$ cat config.mk
export PLATFORM = sky130hd
export DESIGN_NAME = fetch_unit
export DESIGN_NICKNAME = d
export VERILOG_FILES = /design/src/rtl/fetch_unit_pkg.sv /design/src/rtl/fetch_unit_pc_reg.sv /design/src/rtl/fetch_unit.sv
export SDC_FILE = /design/constraint.sdc
export NUM_CORES = 1
export LEC_CHECK = 0
export ABC_AREA = 1
export CAP_MARGIN = 20
export CORE_MARGIN = 2
export CORE_UTILIZATION = 52
export DETAILED_ROUTE_END_ITERATION = 16
export GPL_ROUTABILITY_DRIVEN = 0
export PLACE_DENSITY = 0.86
export SETUP_SLACK_MARGIN = 0.02
export SLEW_MARGIN = 20
export SYNTH_ARGS = -nofsm -noshare
export SYNTH_HDL_FRONTEND = slang
export SYNTH_SLANG_ARGS = --single-unit
$ cat constraint.sdc
create_clock -name clk -period 5.7 [get_ports clk]
set_input_delay 1.71 -clock clk [delete_from_list [all_inputs] [get_ports clk]]
set_output_delay 1.71 -clock clk [all_outputs]
set_load 0.03 [all_outputs]
$ cat src/rtl/fetch_unit_pkg.sv
// Shared pipeline definitions for the fetch stage: NOP encoding, reset PC, FSM states.
// Latency: n/a (constants and types only).
// Backpressure: n/a.
package fetch_unit_pkg;

  // addi x0, x0, 0 -- the bubble instruction placed in IF/ID
  localparam logic [31:0] NOP = 32'h0000_0013;

  // Default first fetch address after reset
  localparam logic [31:0] RESET_PC_DEFAULT = 32'h0000_0000;

  // REQ: ready to issue; WAIT: one request outstanding; HOLD: response parked behind stallD
  typedef enum logic [1:0] {
    REQ  = 2'd0,
    WAIT = 2'd1,
    HOLD = 2'd2
  } fetch_state_t;

endpackage

$ cat src/rtl/fetch_unit_pc_reg.sv
// Fetch PC register: redirect has priority over advance, otherwise holds.
// Latency: 1 cycle from redirect/advance to new pc.
// Backpressure: none; the caller only pulses advance when an instruction is consumed.
module fetch_unit_pc_reg
  import fetch_unit_pkg::*;
#(
  parameter logic [31:0] RESET_PC = RESET_PC_DEFAULT
) (
  input  logic        clk,
  input  logic        rst,
  input  logic        redirect,
  input  logic [31:0] target,
  input  logic        advance,
  output logic [31:0] pc
);

  // PC update; +4 wraps modulo 2^32 naturally
  always_ff @(posedge clk) begin
    if (rst) begin
      pc <= RESET_PC;
    end else if (redirect) begin
      pc <= target;
    end else if (advance) begin
      pc <= pc + 32'd4;
    end
  end

endmodule

$ cat src/rtl/fetch_unit.sv
// Instruction fetch stage with one outstanding imem request, a one-entry skid buffer and the IF/ID register.
// Latency: request issued the cycle the FSM is in REQ; IF/ID loads on the edge the response arrives (if not stalled).
// Backpressure: imemReady stalls issue; stallD parks a response in the skid buffer; flushD squashes everything in flight.
module fetch_unit
  import fetch_unit_pkg::*;
#(
  parameter logic [31:0] RESET_PC = RESET_PC_DEFAULT
) (
  input  logic        clk,
  input  logic        rst,
  input  logic        stallF,
  input  logic        stallD,
  input  logic        flushD,
  input  logic [31:0] pcTargetE,
  output logic        imemReq,
  output logic [31:0] imemAddr,
  input  logic        imemReady,
  input  logic        imemRvalid,
  input  logic [31:0] imemRdata,
  output logic [31:0] instrD,
  output logic [31:0] pcD,
  output logic [31:0] pcPlus4D,
  output logic        validD,
  output logic        fetchBusy
);

  fetch_state_t state, state_n;
  logic         drop, drop_n;
  logic [31:0]  pcF;
  logic [31:0]  skid_instr;
  logic         skid_load;
  logic         ifid_load;
  logic         ifid_from_skid;
  logic         pc_advance;
  logic         handshake;

  // pcF only moves when an instruction enters IF/ID or on a redirect
  fetch_unit_pc_reg #(
    .RESET_PC (RESET_PC)
  ) u_pc_reg (
    .clk      (clk),
    .rst      (rst),
    .redirect (flushD),
    .target   (pcTargetE),
    .advance  (pc_advance),
    .pc       (pcF)
  );

  // Request is gated by rst so nothing is issued while reset is held
  assign imemReq   = (state == REQ) && !stallF && !rst;
  assign imemAddr  = pcF;
  assign fetchBusy = (state != REQ);
  assign handshake = imemReq && imemReady;

  // Next-state and datapath control; a response is consumed only when not squashed
  always_comb begin
    state_n        = state;
    drop_n         = drop;
    skid_load      = 1'b0;
    ifid_load      = 1'b0;
    ifid_from_skid = 1'b0;
    pc_advance     = 1'b0;
    case (state)
      REQ: begin
        // a flush in the acceptance cycle makes the just-issued request stale
        if (handshake) begin
          state_n = WAIT;
          drop_n  = flushD;
        end
      end
      WAIT: begin
        if (imemRvalid) begin
          state_n = REQ;
          drop_n  = 1'b0;
          if (!drop && !flushD) begin
            if (stallD) begin
              skid_load = 1'b1;
              state_n   = HOLD;
            end else begin
              ifid_load  = 1'b1;
              pc_advance = 1'b1;
            end
          end
        end else if (flushD) begin
          drop_n = 1'b1;
        end
      end
      HOLD: begin
        if (flushD) begin
          state_n = REQ;
        end else if (!stallD) begin
          ifid_load      = 1'b1;
          ifid_from_skid = 1'b1;
          pc_advance     = 1'b1;
          state_n        = REQ;
        end
      end
      default: begin
        state_n = REQ;
        drop_n  = 1'b0;
      end
    endcase
  end

  // FSM state and squash flag
  always_ff @(posedge clk) begin
    if (rst) begin
      state <= REQ;
      drop  <= 1'b0;
    end else begin
      state <= state_n;
      drop  <= drop_n;
    end
  end

  // Skid buffer captures a response that arrives while decode is stalled
  always_ff @(posedge clk) begin
    if (skid_load) begin
      skid_instr <= imemRdata;
    end
  end

  // IF/ID register: flush beats load, load beats bubble, stall holds
  always_ff @(posedge clk) begin
    if (rst) begin
      instrD   <= NOP;
      pcD      <= 32'd0;
      pcPlus4D <= 32'd0;
      validD   <= 1'b0;
    end else if (flushD) begin
      instrD <= NOP;
      validD <= 1'b0;
    end else if (ifid_load) begin
      instrD   <= ifid_from_skid ? skid_instr : imemRdata;
      pcD      <= pcF;
      pcPlus4D <= pcF + 32'd4;
      validD   <= 1'b1;
    end else if (!stallD) begin
      instrD <= NOP;
      validD <= 1'b0;
    end
  end

endmodule

==> impl_metrics.ini <==
[yosys]
yosys_register_bits = 162
synth_area_per_cell_um2 = 7.50
synth-edff-count = 32
synthArstFlopShare_pct = 0
syn_nets = 1019
postSynthCellCount = 943
netlist.area_leader.share_pct = 36.8
synth_ff_type = dfxtp_1
syn-cell-area_um2 = 7070
synth_area_leaders = dfxtp_1, nand2_1, edfxtp_1
synth_cell_types = 31
ys_seq_area_share_pct = 50.4
ys_warn_count = 0
synth_top_area_cell = dfxtp_1

[status]
status = complete, no violations

[sta]
rsz0062_at_grt = false
tns_ps = 0
finalWorstSetupSlack_ps = 963
period_share_pct = 83.1
fmax_ghz = 0.211
finalHoldViolCount = 0
slew_headroom_pct = 29.8
slew_viol_final = 0
setup_viol = 0
hold_ws_ps = 451
worstMarginPinSlew_ps = 1050
period_needed_ps = 4740
finalClockSkew_ps = 5.20

[grt]
antenna_found_initial = 0
grt_pass1_wl_um = 31800
track_usage_pct = 27.9
grt_max_degree = 116
grt_pass1_vias = 6248
grt.overflow.total = 0

[pwr]
power.leakage_nw = 3.77
pwr_density_cell_nw_per_um2 = 325
irDropWorstVdd_mv = 0.217
p_total_mw = 3.17

[cts]
cts.sinks = 162
cts-root-buf = clkbuf_16
cts_tree = yes
path_clk_slew_ps = 60
holdBufCountCts = 0
clock_latency_ps = 420
cts.path.max_buffers = 2
numCtsBuffers = 17
cts_resized = 0
htree_num_levels = 4
cts_setup_buffers = 0

[final_layout]
diodes = 0
fill_cells = 993
final_cell_mix = nand2_1, clkdlybuf4s50_1, dfxtp_1
layout_commonest_cell = nand2_1
syn_to_final_growth_pct = 37.9
layout.nets = 1194
drive_above_1_share_pct = 5.31
utilization_pct = 73.7

[placement]
hpwl_um = 13400
place_ws_ps = 936
port_buffers = 201

[setup_path]
cp_max_fo = 2
cp-startpoint = stallF
worstReg2RegEnd = u_pc_reg.pc[5]
worstSetupEndpoint = imemReq
r2r_cells = 10
worstPathArrival_ps = 3030
end_kind = output pin
critical_path_class = in2out
r2r_start = state[0]
cp-start-kind = input port
worstPathRequired_ps = 3990
r2r_setup_slack_ps = 3130

[detailed_routing]
antenna_left = 0
vias = 6867
drt_pass1_iterations = 7
wl_um = 20300
wl_per_cell_um = 15.5
drt-initial-drc-count = 757
vias_per_cell = 5.25
drcViolationCount = 0

[floorplanning]
rows = 42
die_w_um = 121
start_util_pct = 53.4
ios = 202
design.core.area_um2 = 13200
dieArea_um2 = 14600
die_h_um = 121

[hold_path]
hold_class = reg2reg

[job]
maxCapViolations = 0
## layout make-up
class | count | area [um^2] | share of cell area [%]
clock buffer | 21 | 460 | 4.72
clock inverter | 11 | 208 | 2.13
inverter | 73 | 277 | 2.83
multi-input combinational | 655 | 2940 | 30.2
sequential | 162 | 3560 | 36.5
tap | 176 | 220 | 2.26
timing repair buffer | 209 | 2090 | 21.4
## report_power, final
part / internal, mW / switching, mW / total (mW)
logic: 0.227 / 0.371 / 0.598
registers: 1.24 / 0.0512 / 1.29
clock network: 0.841 / 0.444 / 1.29
total: 2.30 / 0.866 / 3.17
## critical path: stages
cell	delay, ps
clkdlybuf4s50_1	420
nor3_1	200
clkdlybuf4s50_1	700
## synth_stat cells (6+ instances only)
master and number:
o21ai_0 46, nand3_1 64, dfxtp_1 130, clkbuf_1 23, nor2_1 71, nor2_4 6
nand2_1 328, buf_4 7, inv_1 69, edfxtp_1 32, a21oi_1 109, buf_2 16
xor2_1 8
## cell families (layout without fill, tap and decap cells)
family,after synthesis,count (layout),synth area share [%]
AND/OR/NAND/NOR,479,479,27.8
flip-flops,162,162,50.4
AO/OA/AOI/OAI,162,162,11.8
adder cells (fa/ha/maj),5,5,0.884
buffers and inverters,126,314,8.06
XOR/XNOR,9,9,1.11
## stage by stage
| stage | area (um^2) | cells |
|---|---|---|
| after floorplan | 7070 | 943 |
| after global placement | 9060 | 1274 |
| after detailed placement | 9060 | 1274 |
| after CTS | 9730 | 1306 |
| after global routing | 9760 | 1307 |
| final | 9760 | 1307 |
## flip-flops by register name (all words and copies together), names as in the netlist
signal	cells
state	2
validD	1
skid_instr	32
instrD	32
u_pc_reg.pc	32
drop	1
pcD	32
pcPlus4D	30
## routing by layer
layer	GRT usage [%]	part of all wire (%)
met4	11.8	2.5
met1	35.0	40
met2	44.8	48
met5	0	0
met3	8.07	9.2
## how the worst min path moves through the flow
| stage | from | endpoint | slack, ps | cells after the start |
|---|---|---|---|---|
| global placement | validD | validD | 440 | 2 |
| global route | instrD[9] | instrD[9] | 470 | 2 |
| finish | instrD[27] | instrD[27] | 450 | 2 |
| CTS | validD | validD | 460 | 2 |
| detailed placement | instrD[17] | instrD[17] | 450 | 2 |
| floorplan | drop | drop | 450 | 2 |
Note: power is estimated with default switching activity, not from simulation.
